<file path="src/rtl/seq_detect_ctrl.sv">
// seq_detect_ctrl: run controller for a bit-serial pattern detector.
// A start pulse captures the run configuration; during SCAN the block accepts
// bits from a valid/ready stream, flags pattern matches on z, counts matches and
// accepted bits, and ends the run on match limit, bit budget or abort.
// Build option: define SEQ_DETECT_CTRL_NONOVERLAP_EN for non-overlapping
// detection (fill restarts after every match); default is overlapping.
module seq_detect_ctrl #(
   parameter int MAX_LEN = 8,
   parameter int LEN_W   = 4,
   parameter int CNT_W   = 8
) (
   input  logic               clock,
   input  logic               reset,
   input  logic               start,
   input  logic               abort,
   input  logic [MAX_LEN-1:0] pattern,
   input  logic [LEN_W-1:0]   pat_len,
   input  logic [CNT_W-1:0]   max_matches,
   input  logic [CNT_W-1:0]   bit_budget,
   input  logic               x,
   input  logic               x_valid,
   output logic               x_ready,
   output logic               z,
   output logic               busy,
   output logic               done,
   output logic               err,
   output logic [CNT_W-1:0]   match_count,
   output logic [CNT_W-1:0]   bits_seen
);

   typedef enum logic [1:0] {IDLE, SCAN, DONE} state_t;

   localparam logic [LEN_W-1:0] LEN_MAX = LEN_W'(MAX_LEN);

   state_t             state_q;
   // Only MAX_LEN-1 past bits are stored: the incoming bit completes the window.
   logic [MAX_LEN-2:0] hist_q;
   logic [MAX_LEN-1:0] pat_q;
   logic [LEN_W-1:0]   fill_q, len_q;
   logic [CNT_W-1:0]   max_q, budget_q, mcnt_q, bcnt_q;
   logic               z_q, err_q;

   logic [MAX_LEN-1:0] hist_d, mask_d;
   logic [LEN_W-1:0]   fill_sat_d, fill_d;
   logic [CNT_W-1:0]   mcnt_d, bcnt_d;
   logic               accept_d, hit_d, limit_d, len_bad_d;

   // Next history, match detection, counter increments and run-end condition.
   always_comb begin
      accept_d   = (state_q == SCAN) && x_valid;
      hist_d     = {hist_q, x};
      fill_sat_d = (fill_q == LEN_MAX) ? fill_q : fill_q + LEN_W'(1);
      mask_d     = '0;
      for (int i = 0; i < MAX_LEN; i++) begin
         mask_d[i] = (LEN_W'(i) < len_q);
      end
      hit_d = accept_d && (fill_sat_d >= len_q) &&
              (((hist_d ^ pat_q) & mask_d) == '0);
`ifdef SEQ_DETECT_CTRL_NONOVERLAP_EN
      fill_d = hit_d ? '0 : fill_sat_d;
`else
      fill_d = fill_sat_d;
`endif
      // Counters stick at all-ones; a nonzero limit always ends the run first.
      mcnt_d    = (hit_d && !(&mcnt_q)) ? mcnt_q + CNT_W'(1) : mcnt_q;
      bcnt_d    = (accept_d && !(&bcnt_q)) ? bcnt_q + CNT_W'(1) : bcnt_q;
      limit_d   = ((max_q != '0) && (mcnt_d == max_q)) ||
                  ((budget_q != '0) && (bcnt_d == budget_q));
      len_bad_d = (pat_len == '0) || (pat_len > LEN_MAX);
   end

   // Run-control FSM with registered match pulse, error flag and counters.
   always_ff @(posedge clock) begin
      if (reset) begin
         state_q <= IDLE;
         hist_q  <= '0;
         fill_q  <= '0;
         z_q     <= 1'b0;
         err_q   <= 1'b0;
         mcnt_q  <= '0;
         bcnt_q  <= '0;
      end else begin
         z_q <= 1'b0;
         case (state_q)
            IDLE: begin
               if (start) begin
                  pat_q    <= pattern;
                  len_q    <= pat_len;
                  max_q    <= max_matches;
                  budget_q <= bit_budget;
                  hist_q   <= '0;
                  fill_q   <= '0;
                  mcnt_q   <= '0;
                  bcnt_q   <= '0;
                  err_q    <= len_bad_d;
                  state_q  <= len_bad_d ? DONE : SCAN;
               end
            end
            SCAN: begin
               if (accept_d) begin
                  hist_q <= hist_d[MAX_LEN-2:0];
                  fill_q <= fill_d;
                  bcnt_q <= bcnt_d;
                  mcnt_q <= mcnt_d;
                  z_q    <= hit_d;
               end
               if ((accept_d && limit_d) || abort) begin
                  state_q <= DONE;
               end
            end
            DONE: begin
               state_q <= IDLE;
            end
            default: begin
               state_q <= IDLE;
            end
         endcase
      end
   end

   assign x_ready     = (state_q == SCAN);
   assign busy        = (state_q == SCAN);
   assign done        = (state_q == DONE);
   assign z           = z_q;
   assign err         = err_q;
   assign match_count = mcnt_q;
   assign bits_seen   = bcnt_q;

endmodule

</file>
<file path="config.mk">
export PLATFORM = sky130hd
export DESIGN_NAME = seq_detect_ctrl
export DESIGN_NICKNAME = d
export VERILOG_FILES = /design/src/rtl/seq_detect_ctrl.sv
export SDC_FILE = /design/constraint.sdc
export NUM_CORES = 1
export LEC_CHECK = 0
export CAP_MARGIN = 30
export CELL_PAD_IN_SITES_DETAIL_PLACEMENT = 1
export CELL_PAD_IN_SITES_GLOBAL_PLACEMENT = 1
export CORE_UTILIZATION = 43
export CTS_CLUSTER_DIAMETER = 40
export DETAILED_ROUTE_END_ITERATION = 10
export PLACE_DENSITY = 0.95
export SYNTH_ARGS = -nofsm -noshare
export SYNTH_HDL_FRONTEND = slang
export SYNTH_SLANG_ARGS = --single-unit
export TNS_END_PERCENT = 1
</file>
<file path="constraint.sdc">
create_clock -name clock -period 7 [get_ports clock]
set_input_delay 1.4 -clock clock [delete_from_list [all_inputs] [get_ports clock]]
set_output_delay 1.4 -clock clock [all_outputs]
set_load 0.01 [all_outputs]
</file>
**Word-level counts from Yosys, hierarchy flattened**

Index checks and enable logic that the tools add are counted.

- Register bits after elaboration: 59
- Bits of input ports: 34
- Output and inout port bits: 21
- Word-level logic and storage cells: 81

- Add/subtract/negate cells: 3
- Order comparisons: 10
- Eq/ne operators: 8
- Mux-type cells: 18
- Bitwise operators: 5
- Reductions and logical operators: 26

Operator list:

| cell | number |
|---|---|
| two-way mux 8 bit | 5 |
| case mux 8 bit (2 select lines) | 2 |
| adder 8 x 1 -> 8 bit (second input constant) | 2 |
| == test 8 bit | 2 |
| < comparator 3 x 4 -> 1 bit (first input constant) | 4 |
| AND reduction 8 bit | 2 |
| nonzero test 8 bit | 2 |
| two-way mux 7 bit | 2 |
| case mux 7 bit (2 select lines) | 1 |
| two-way mux 4 bit | 3 |
| bitwise AND 8 bit | 1 |
| logical AND 1 bit | 8 |
| zero test 8 bit | 1 |
| < comparator 1 x 4 -> 1 bit (first input constant) | 2 |
| < comparator 2 x 4 -> 1 bit (first input constant) | 2 |
| case mux 4 bit (2 select lines) | 1 |
| bitwise XOR 8 bit | 1 |
| two-way mux 2 bit | 3 |
| AND reduction 3 bit | 2 |
| adder 4 x 1 -> 4 bit (second input constant) | 1 |
| == test 4 bit (second input constant) | 1 |
| >= comparator 4 bit | 1 |
| > comparator 4 bit (second input constant) | 1 |
| zero test 4 bit | 1 |
| 12 further kinds | 19 |

**Logic depth before layout (Yosys ltp)**

- Depth in word-level cells: 14
- Depth in mapped cells: 13
- Gate-level depth less buffers: 13

**Least setup slack after synthesis**

OpenSTA, ideal clock, no wires.

- Path type: input-to-reg
- From: input port reset
- To: register budget_q[0], enable pin
- Library setup time: 0.448 ns
- Arrival: 3.588 ns
- Data required time: 6.552 ns
- Slack: 2.964 ns
- Stages: 2
- Buffers on the path: 1
- Cells stage by stage: clkbuf_1 nor3_1

- Cells in the longest elaborated chain, start to end: 2

Ends and longest elaborated chain:

| what | line | text |
|---|---|---|
| start, declared | 13 | `input logic reset,` |
| inverter 1 bit (no source line) | n/a |  |
| AND reduction 3 bit (no source line) | n/a |  |
| end signal, assigned | 90 | `budget_q <= bit_budget;` |
| end, declared | 40 | `logic [CNT_W-1:0] max_q, budget_q, mcnt_q, bcnt_q;` |

Every way passes these cells.
A chain may end at the register's enable or synchronous reset.

**Final worst setup path**

- From: input port x_valid
- To: register state_q[0]

- Cells in the longest elaborated chain, start to end: 12
- Elaborated cells on any way between the ends: 16
- Classes of those cells: eq/ne (3); mux (2); reduce/logical (11)

Ends and longest elaborated chain:

| what | line | text |
|---|---|---|
| start, declared | 21 | `input logic x_valid,` |
| logical AND 1 bit (*) | 50 | `accept_d = (state_q == SCAN) && x_valid;` |
| logical AND 1 bit (2 in series) | 57 | `hit_d = accept_d && (fill_sat_d >= len_q) &&` |
| logical AND 1 bit | 65 | `mcnt_d = (hit_d && !(&mcnt_q)) ? mcnt_q + CNT_W'(1) : mcnt_q;` |
| two-way mux 8 bit | 65 |  |
| == test 8 bit | 67 | `limit_d = ((max_q != '0) && (mcnt_d == max_q)) \|\|` |
| logical AND 1 bit | 67 |  |
| logical OR 1 bit | 67 |  |
| logical AND 1 bit (*) | 107 | `if ((accept_d && limit_d) \|\| abort) begin` |
| logical OR 1 bit (*) | 107 |  |
| != test 2 x 1 -> 1 bit (no source line) (*) | n/a |  |
| AND reduction 2 bit (no source line) (*) | n/a |  |
| end signal, assigned | 96 | `state_q <= len_bad_d ? DONE : SCAN;` |
| end, declared | 35 | `state_t state_q;` |

Mark *: on every way between the ends. The rest lies on a longest branch, timed or not.

==> results.json <==
{
  "seq_area_frac_synth_pct": 47.42,
  "p_leak_nw": 1.393,
  "die-area_mm2": 0.007509,
  "ctsResizeCount": 0,
  "num-nets-final": 413,
  "min_path_type": "flip-flop to flip-flop",
  "core_mm2": 0.006869,
  "start_kind": "input port",
  "synth-seq-cells": 59,
  "cts_tree": "done",
  "cts_buffers": 9,
  "die_x_um": 86.66,
  "endpoint": "state_q[0]$_SDFFE_PP0P_",
  "first_global_vias": 2936,
  "clock-sinks": 59,
  "crit_type": "input port to flip-flop",
  "syn_area_per_cell_um2": 9.783,
  "final_util_pct": 57.49,
  "netlist_instances": 315,
  "path_clk_slew_ns": 0.08,
  "final_cell_area_mm2": 0.003949,
  "start_util_pct": 44.86,
  "regArea_mm2": 0.001461,
  "place.gp.congestion": 0.9305,
  "drtIter0Drc": 230,
  "synth_edf_count": 28,
  "hold_buffers": 0,
  "rsz0062_at_grt": "false",
  "root_buffer": "clkbuf_8",
  "synth_area_mm2": 0.003082,
  "pwr-share-seq_pct": 47.0,
  "cp_data_required_time_ns": 7.24,
  "grt_antenna_before_repair": 0,
  "comb_power_share_pct": 10.8,
  "r2r-end": "state_q[0]$_SDFFE_PP0P_",
  "grt_max_degree": 29,
  "synthArstFlopShare_pct": 0,
  "p_switching_uw": 207.1,
  "synth_top_flop_cell": "dfxtp_1",
  "r2r_start": "fill_q[0]$_SDFFE_PP0P_",
  "grtUsageTotal_pct": 25.89,
  "power_density_mw_per_mm2": 207.9,
  "numPortBuffers": 54,
  "startpoint": "x_valid",
  "design.portCount": 55,
  "swShare_pct": 25.23,
  "finalSetupViolations": 0,
  "yosys_warnings": 0,
  "synth_nets": 357,
  "clockBufferDepth": 2,
  "worst_pin_slew_ns": 0.6363,
  "post-route-period-util_pct": 57.00,
  "ff2ff_setup_slack_ns": 3.59,
  "r2r_cells": 13,
  "multiInputGateArea_mm2": 0.001531,
  "fmaxAchievable_mhz": 250.6,
  "drv_cap": 0,
  "drtPass1Iterations": 5,
  "ir_worst_vdd_mv": 0.1639,
  "yosysTopAreaCellShare_pct": 27.28,
  "crit_fanout": 9,
  "fp.dieH_um": 86.66,
  "p_clk_share_pct": 42.2,
  "drc": 0,
  "ys_top_cells_by_area": "edfxtp_1 (27%), dfxtp_1 (20%), xnor2_1 (5.4%)",
  "grt_pass1_wl_um": 14560,
  "num_vias": 2786,
  "grt_overflow": 0,
  "fin_setup_tns_ns": 0,
  "status": "complete, no violations",
  "drv_slew": 0,
  "finClkSkew_ns": 0.01259,
  "end_kind": "flip-flop",
  "clk-insertion-delay-late_ns": 0.35,
  "num-fill-cells": 786,
  "layout-drive-gt1-share_pct": 7.447,
  "htreeDepth": 3,
  "synth.distinct_cells": 49,
  "internal-power_uw": 613.9,
  "area_delta_synth_final_pct": 28.14,
  "hold_viol_final": 0,
  "post_cts_buffers": 0,
  "routed_wl_um": 9059,
  "routedWlPerCell_um": 19.19,
  "dpl-instance-area_mm2": 0.003732,
  "period_needed_ns": 3.990,
  "antenna_left": 0,
  "vias_per_cell": 5.903,
  "rows": 30,
  "crit_arrival_ns": 4.23,
  "max_slew_margin_pct": 57.58,
  "dp_hpwl_um": 5939,
  "antenna_cells": 0,
  "yosys.area.top_type": "edfxtp_1"
}
stage by stage:
| stage | power (mW) | setup WS [ns] | instances | hold slack [ns] |
|---|---|---|---|---|
| floorplan | 0.4358 | 2.964 | 315 | 0.4619 |
| global placement | 0.4736 | 2.837 | 455 | 0.4763 |
| detailed placement | 0.4786 | 2.749 | 456 | 0.5032 |
| CTS | 0.8238 | 3.100 | 472 | 0.5132 |
| global route | 0.8450 | 2.947 | 472 | 0.5403 |
| finish | 0.8210 | 3.010 | 472 | 0.5081 |
area by class of cell:
| cell class | count | share of cell area [%] |
|---|---|---|
| multi-input combinational | 232 | 38.78 |
| sequential | 59 | 37.01 |
| timing repair buffer | 58 | 14.64 |
| clock buffer | 9 | 3.137 |
| tap | 96 | 3.042 |
| clock inverter | 7 | 2.345 |
| inverter | 11 | 1.046 |
flip-flops by register name, indices dropped and copies added, names as in the netlist:
signal	cells
bits_seen	8
budget_q	8
err	1
fill_q	4
hist_q	7
len_q	4
match_count	8
max_q	8
pat_q	8
state_q	2
z	1
placed cells by master (no fill, tap or decap), types with 11 or more instances in the layout:
master / netlist / routed
xnor2_1: 19 / 19
a21oi_1: 19 / 19
edfxtp_1: 28 / 28
inv_1: 11 / 11
clkdlybuf4s50_1: 0 / 54
xor2_1: 15 / 15
nor2_1: 34 / 34
nand3_1: 11 / 11
o21ai_0: 11 / 11
dfxtp_1: 31 / 31
nand2_1: 12 / 12
nor3_1: 14 / 13
power by group through the flow:
stage | clock network (mW) | logic, mW | registers [mW]
floorplan | 0 | 0.0459 | 0.390
global placement | 0 | 0.0816 | 0.392
detailed placement | 0 | 0.0855 | 0.393
CTS | 0.350 | 0.0881 | 0.386
global route | 0.362 | 0.0958 | 0.387
finish | 0.347 | 0.0885 | 0.386
kinds of logic (layout without fill, tap and decap cells):
kind of cell | after synthesis | count (layout) | share of synthesized area, %
multiplexers | 5 | 5 | 1.624
buffers and inverters | 24 | 85 | 3.045
AO/OA/AOI/OAI | 72 | 72 | 16.00
AND/OR/NAND/NOR | 113 | 113 | 19.00
XOR/XNOR | 34 | 34 | 9.663
flip-flops | 59 | 59 | 47.42
adder cells (fa/ha/maj) | 8 | 8 | 3.248
critical path, cell delays in order:
cell and delay [ns]:
clkdlybuf4s50_1 0.57, nand3b_1 0.37, a211oi_4 0.55, nand3_2 0.22, or4_1 0.57, a211o_1 0.32, a31o_1 0.22
worst min-delay path by stage:
stage	startpoint	end	slack (ns)	cells after the start
2_1_floorplan	fill_q[1]$_SDFFE_PP0P_	fill_q[1]$_SDFFE_PP0P_	0.46	2
3_3_place_gp	fill_q[1]$_SDFFE_PP0P_	fill_q[1]$_SDFFE_PP0P_	0.48	2
3_5_place_dp	err$_SDFFE_PP0P_	err$_SDFFE_PP0P_	0.50	2
4_1_cts	err$_SDFFE_PP0P_	err$_SDFFE_PP0P_	0.51	2
5_1_grt	err$_SDFFE_PP0P_	err$_SDFFE_PP0P_	0.54	2
6_report	err$_SDFFE_PP0P_	err$_SDFFE_PP0P_	0.51	2
layer usage:
metal	global-route usage, %	wire [um]	vias up
li1	-	-	1282
met1	30.92	3733	1360
met2	41.34	4450	109
met3	8.000	495	35
met4	14.85	380	0
met5	0	0	-
cells in the mapped netlist, types with 2 or more instances:
master / n
o31ai_1: 2
a31oi_1: 7
nor4_1: 6
nor3_1: 14
and4_1: 3
nand3_1: 11
nand3b_1: 2
a211o_1: 2
a21oi_1: 19
o21ai_0: 11
o211ai_1: 3
nand2_1: 12
mux2i_1: 5
and3_1: 9
dfxtp_1: 31
clkbuf_1: 12
xnor2_1: 19
nand2b_1: 3
inv_1: 11
a22oi_1: 7
a311oi_1: 3
xor2_1: 15
nor2b_1: 2
nor3b_1: 2
nor2_1: 34
a211oi_1: 5
ha_1: 8
nand4_1: 6
or4_1: 2
o22ai_1: 2
edfxtp_1: 28
and3_2: 2
(Power assumes the default switching activity.)
==> edit 1: new RTL, same settings <==
Build with the macro `SEQ_DETECT_CTRL_NONOVERLAP_EN` defined.
--- a/src/rtl/seq_detect_ctrl.sv
+++ b/src/rtl/seq_detect_ctrl.sv
@@ -4,6 +4,8 @@
 // accepted bits, and ends the run on match limit, bit budget or abort.
 // Build option: define SEQ_DETECT_CTRL_NONOVERLAP_EN for non-overlapping
 // detection (fill restarts after every match); default is overlapping.
+`define SEQ_DETECT_CTRL_NONOVERLAP_EN
+
 module seq_detect_ctrl #(
    parameter int MAX_LEN = 8,
    parameter int LEN_W   = 4,
Behaviour: not the same (Yosys sat finds a counterexample within 10 cycles, from zero or initial values and one cycle with reset high).
==> edit 1 against the original RTL <==
  * Clock skew grew 5.8 ps
  * Die area shrank 0.20%
  * Total power shrank 5.5%
  * Setup slack lost 420 ps
  * Clock power shrank 13%
  * Design area shrank 2.1%
  * Synthesized area shrank 0.20%
  * Sequential cell count is the same
  * Routed wire length grew 7.6%
==> edit 1: results (changes against the original RTL) <==
Synth Area in Compound Gates=16.4% (was 16.0%); clock-pin slew on the worst setup and hold paths=90 ps; maximum fanout along the worst path=20 (was 9); beginning of the critical path=x_valid (unchanged); adder-cell share of the synthesized area=3.25% (about the same); Leak=0.00133 uW (was 0.00139 uW); Most used DFF post-synth=dfxtp_1 (unchanged); Root Driver=clkbuf_8 (unchanged); initial antenna violation count=0 (unchanged); Max VDD drop=0.166 mV (was 0.164 mV); Critical Path End=state_q[1] (was state_q[0]); hpwl dp=6350 um (was 5940 um); Port-buffer cells=54 (unchanged); clk buf depth=2 (unchanged); Reg-to-Reg Start=fill_q[0] (unchanged); sequential-to-total area share from yosys stat=47.5% (was 47.4%); XOR/XNOR Fraction of Synth Area=8.83% (was 9.66%); outcome=completed (unchanged); depth of the worst register-to-register path=14 (was 13); synth top area cells=edfxtp_1 (27%), dfxtp_1 (20%), xnor2_1 (5.7%), nor2_1 (4.5%), a21oi_1 (3.3%) (was edfxtp_1 (27%), dfxtp_1 (20%), xnor2_1 (5.4%), xor2_1 (4.3%), nor2_1 (4.1%)); global-route wire length before repair=15,600 um (was 14,600 um); layout cells sized above 1=7.36% (was 7.45%); FF-to-FF setup slack=3020 ps (was 3590 ps); # setup viols final=0 (unchanged); Post-CTS Resized=0 (unchanged); Post-synth EDFFs=28 (unchanged); skew final=18.4 ps (was 12.6 ps); Worst EP arrival=4690 ps (was 4230 ps); DR pass1 iterations=5 (unchanged); proportion of synthesized area in mux cells=2.73% (was 1.62%); worst slew pin tran=1060 ps (was 636 ps); cts bufs inserted=9 (unchanged); final worst path period share=62.9% (was 57.0%); Post-Syn Nets=350 (was 357); # fillers=756 (was 786); total wire length=9750 um (was 9060 um); Post-synth ARST share=0% (unchanged); Initial DRC Count=197 (was 230); Post-CTS Setup Repair Bufs=0 (unchanged); Warnings, synthesis=0 (unchanged); largest net degree at the start of global routing=35 (was 29); Final Hold Viols=0 (unchanged); All-Layer GR Usage=28.0% (was 25.9%); Vias/cell=6.03 (was 5.90); Ant. Diodes=0 (unchanged); pre-CTS setup slack=2440 ps (was 2750 ps); Post-synth top cells=nor2_1 (37), dfxtp_1 (31), edfxtp_1 (28), a21oi_1 (20), xnor2_1 (20) (was nor2_1 (34), dfxtp_1 (31), edfxtp_1 (28), a21oi_1 (19), xnor2_1 (19)); RePlAce Congestion=0.842 (was 0.931); final net count=404 (was 413); Hold Path Class=reg2reg (unchanged); H-tree levels=3 (unchanged); vias in the first global route=2,981 (was 2,936); Distinct cells, synth=53 (was 49); clock latency on the worst-skew pair=360 ps
edit 1: worst min path at each step:
stage                      endpoint  slack, ps       from  cells after the start
after floorplan           hist_q[6]        490  hist_q[6]                      2
after global placement          err        490        err                      2
after detailed placement        err        510        err                      2
after CTS                       err        520        err                      2
after global routing            err        570        err                      2
final                           err        520        err                      2
edit 1: kinds of logic after synthesis:
group / after synthesis
adder cells (fa/ha/maj): 8
AND/OR/NAND/NOR: 105
AO/OA/AOI/OAI: 75
multiplexers: 7
XOR/XNOR: 31
flip-flops: 59
buffers and inverters: 23
edit 1: area by class of cell:
type	count	share of cell area, %
multi-input cells	226	39.0
flip-flops and latches	59	37.8
repair buffers	56	14.4
clock buffers	9	3.20
well taps	96	3.11
clock inverters	7	1.52
inverters	10	0.971
edit 1: where the power goes:
group          switching, uW  total (uW)  internal, uW
Combinational           49.5        89.3          39.8
Clock                    168         301           133
Sequential              11.4         386           374
Total                    229         776           547
edit 1: worst max-delay path, cell delays in order:
cell	delay, ps
clkdlybuf4s50_1	550
and3b_1	700
o41ai_1	390
or3_1	520
nor2_1	300
xnor2_1	180
nand4_1	200
o21ba_2	260
a21oi_1	190
edit 1: metrics by stage:
stage / instance area, um^2 / total power, uW / std cells
floorplan: 3080 / 439 / 308
finish: 3870 / 776 / 463
CTS: 3870 / 774 / 463
global route: 3870 / 796 / 463
detailed placement: 3680 / 478 / 447
global placement: 3680 / 472 / 447
edit 1: per-layer routing:
layer | wire length [um] | part of all wire [%] | GRT usage, %
met3 | 567 | 5.8 | 5.62
met2 | 4760 | 49 | 46.5
met1 | 4000 | 41 | 33.6
met4 | 425 | 4.4 | 16.7
met5 | 0 | 0 | 0
==> edit 2: new RTL, same flow settings <==
Made on the original files. The 3 states of `state_t` get a one-hot encoding in 3 bits.
--- a/src/rtl/seq_detect_ctrl.sv
+++ b/src/rtl/seq_detect_ctrl.sv
@@ -28,7 +28,7 @@
    output logic [CNT_W-1:0]   bits_seen
 );
 
-   typedef enum logic [1:0] {IDLE, SCAN, DONE} state_t;
+   typedef enum logic [2:0] {IDLE = 3'b001, SCAN = 3'b010, DONE = 3'b100} state_t;
 
    localparam logic [LEN_W-1:0] LEN_MAX = LEN_W'(MAX_LEN);
 
Function: same outputs for any inputs over 4 cycles, from zero or initial values and one cycle with reset high; so few cycles prove little.
==> edit 2 against the original RTL <==
  * Design area rose by 3.2%
  * Critical path depth rose by 1
  * Routed wire length rose by 0.49%
  * Count of clock-buffer cells in the layout rose by 3
  * Synthesized area rose by 5.5%
  * Total power fell by 1.2%
  * Sequential cell count rose by 1
  * Utilization fell by 1.6 points
  * Setup slack got worse by 470 ps
  * Combinational power fell by 18%
==> edit 2: results (changes against the original RTL) <==
outcome=completed (unchanged); initial antenna violation count=0 (unchanged); detailed-route via count=2,816 (was 2,786); hpwl dp=6470 um (was 5940 um); FF-to-FF setup slack=3010 ps (was 3590 ps); All-Layer GR Usage=25.0% (was 25.9%); Sw Ratio=23.2% (was 25.2%); # fillers=851 (was 786); DR WL/cell=18.4 um (was 19.2 um); adder-cell share of the synthesized area=3.08% (was 3.25%); maximum fanout along the worst path=20 (was 9); Hold Path Class=reg2reg (unchanged); FF-to-FF End=state_q[1] (was state_q[0]); Leak=0.00135 uW (was 0.00139 uW); Post-synth top cells=dfxtp_1 (32), nand2_1 (30), edfxtp_1 (28), nor2_1 (27), a21oi_1 (23) (was nor2_1 (34), dfxtp_1 (31), edfxtp_1 (28), a21oi_1 (19), xnor2_1 (19)); synth top area cells=edfxtp_1 (26%), dfxtp_1 (20%), xor2_1 (4.3%), xnor2_1 (4.0%), a21oi_1 (3.5%) (was edfxtp_1 (27%), dfxtp_1 (20%), xnor2_1 (5.4%), xor2_1 (4.3%), nor2_1 (4.1%)); clock share of power=43.1% (was 42.2%); Distinct cells, synth=60 (was 49); min Tclk post-route=4460 ps (was 3990 ps); Hold Path Origin=hist_q[0] (was err); final net count=433 (was 413); XOR/XNOR Fraction of Synth Area=8.35% (was 9.66%); Initial DRC Count=133 (was 230); Synth Area in Compound Gates=14.8% (was 16.0%); RePlAce Congestion=0.876 (was 0.931); depth of the worst register-to-register path=14 (was 13); layout cells sized above 1=8.08% (was 7.45%); proportion of synthesized area in mux cells=2.62% (was 1.62%); Max VDD drop=0.123 mV (was 0.164 mV); Post-Syn Nets=382 (was 357); hold-critical path endpoint=hist_q[0] (was err); Warnings, synthesis=0 (unchanged); largest net degree at the start of global routing=35 (was 29); skew final=9.30 ps (was 12.6 ps); DR pass1 iterations=4 (was 5); global-route wire length before repair=14,600 um (about the same); Combinational Power=72.9 uW (was 88.5 uW)
## edit 2: cell type report
type                            count  area share, %
Multi-Input combinational cell    254           40.6
Sequential cell                    60           36.4
Timing Repair Buffer               57           13.8
Clock buffer                       12           3.56
Tap cell                           99           3.04
Clock inverter                      4           1.78
Inverter                            9          0.829
## edit 2: kinds of logic after synthesis
group | Yosys count
DFF | 60
xor gates and xnor gates | 31
and+or+nand+nor | 133
adders and majority gates | 8
buffers and inverters | 26
muxes | 8
AOI/OAI and AO/OA | 74
## edit 2: worst max-delay path by stage
stage	to	start	cells after the start
floorplan	budget_q[0]	reset	3
global placement	state_q[1]	x_valid	8
detailed placement	state_q[1]	x_valid	8
CTS	state_q[1]	x_valid	8
global route	state_q[1]	x_valid	8
finish	state_q[1]	x_valid	8
## edit 2: stage by stage
stage	area (um^2)	instances	util, %	total power (uW)	hold slack (ps)
CTS	4070	495	55.9	816	492
finish	4070	495	55.9	811	486
global route	4070	495	55.9	839	512
global placement	3860	479	52.9	464	453
floorplan	3250	340	-	432	444
detailed placement	3860	479	52.9	468	483
## edit 2: worst reg2reg max path, cell delays in order (launching register included)
cell and delay, ps:
dfxtp_1 360, inv_1 100, ha_1 160, nand2_1 80, or2_2 300, xnor2_1 150
ha_1 280, nand2b_1 110, a2111oi_0 120, nand3b_1 290, nor4_4 560, nand4_2 210
mux2_4 330, or4_4 520, a221o_1 310
## edit 2: per-layer routing
layer  share of wire (%)  track usage (%)  vias up  wire, um
li1                    -                -     1359         -
met2                  53             45.3       70      4820
met5                   0                0        -         0
met4                 2.5             11.0        0       228
met3                 3.4             5.08       18       308
met1                  41             28.5     1369      3750
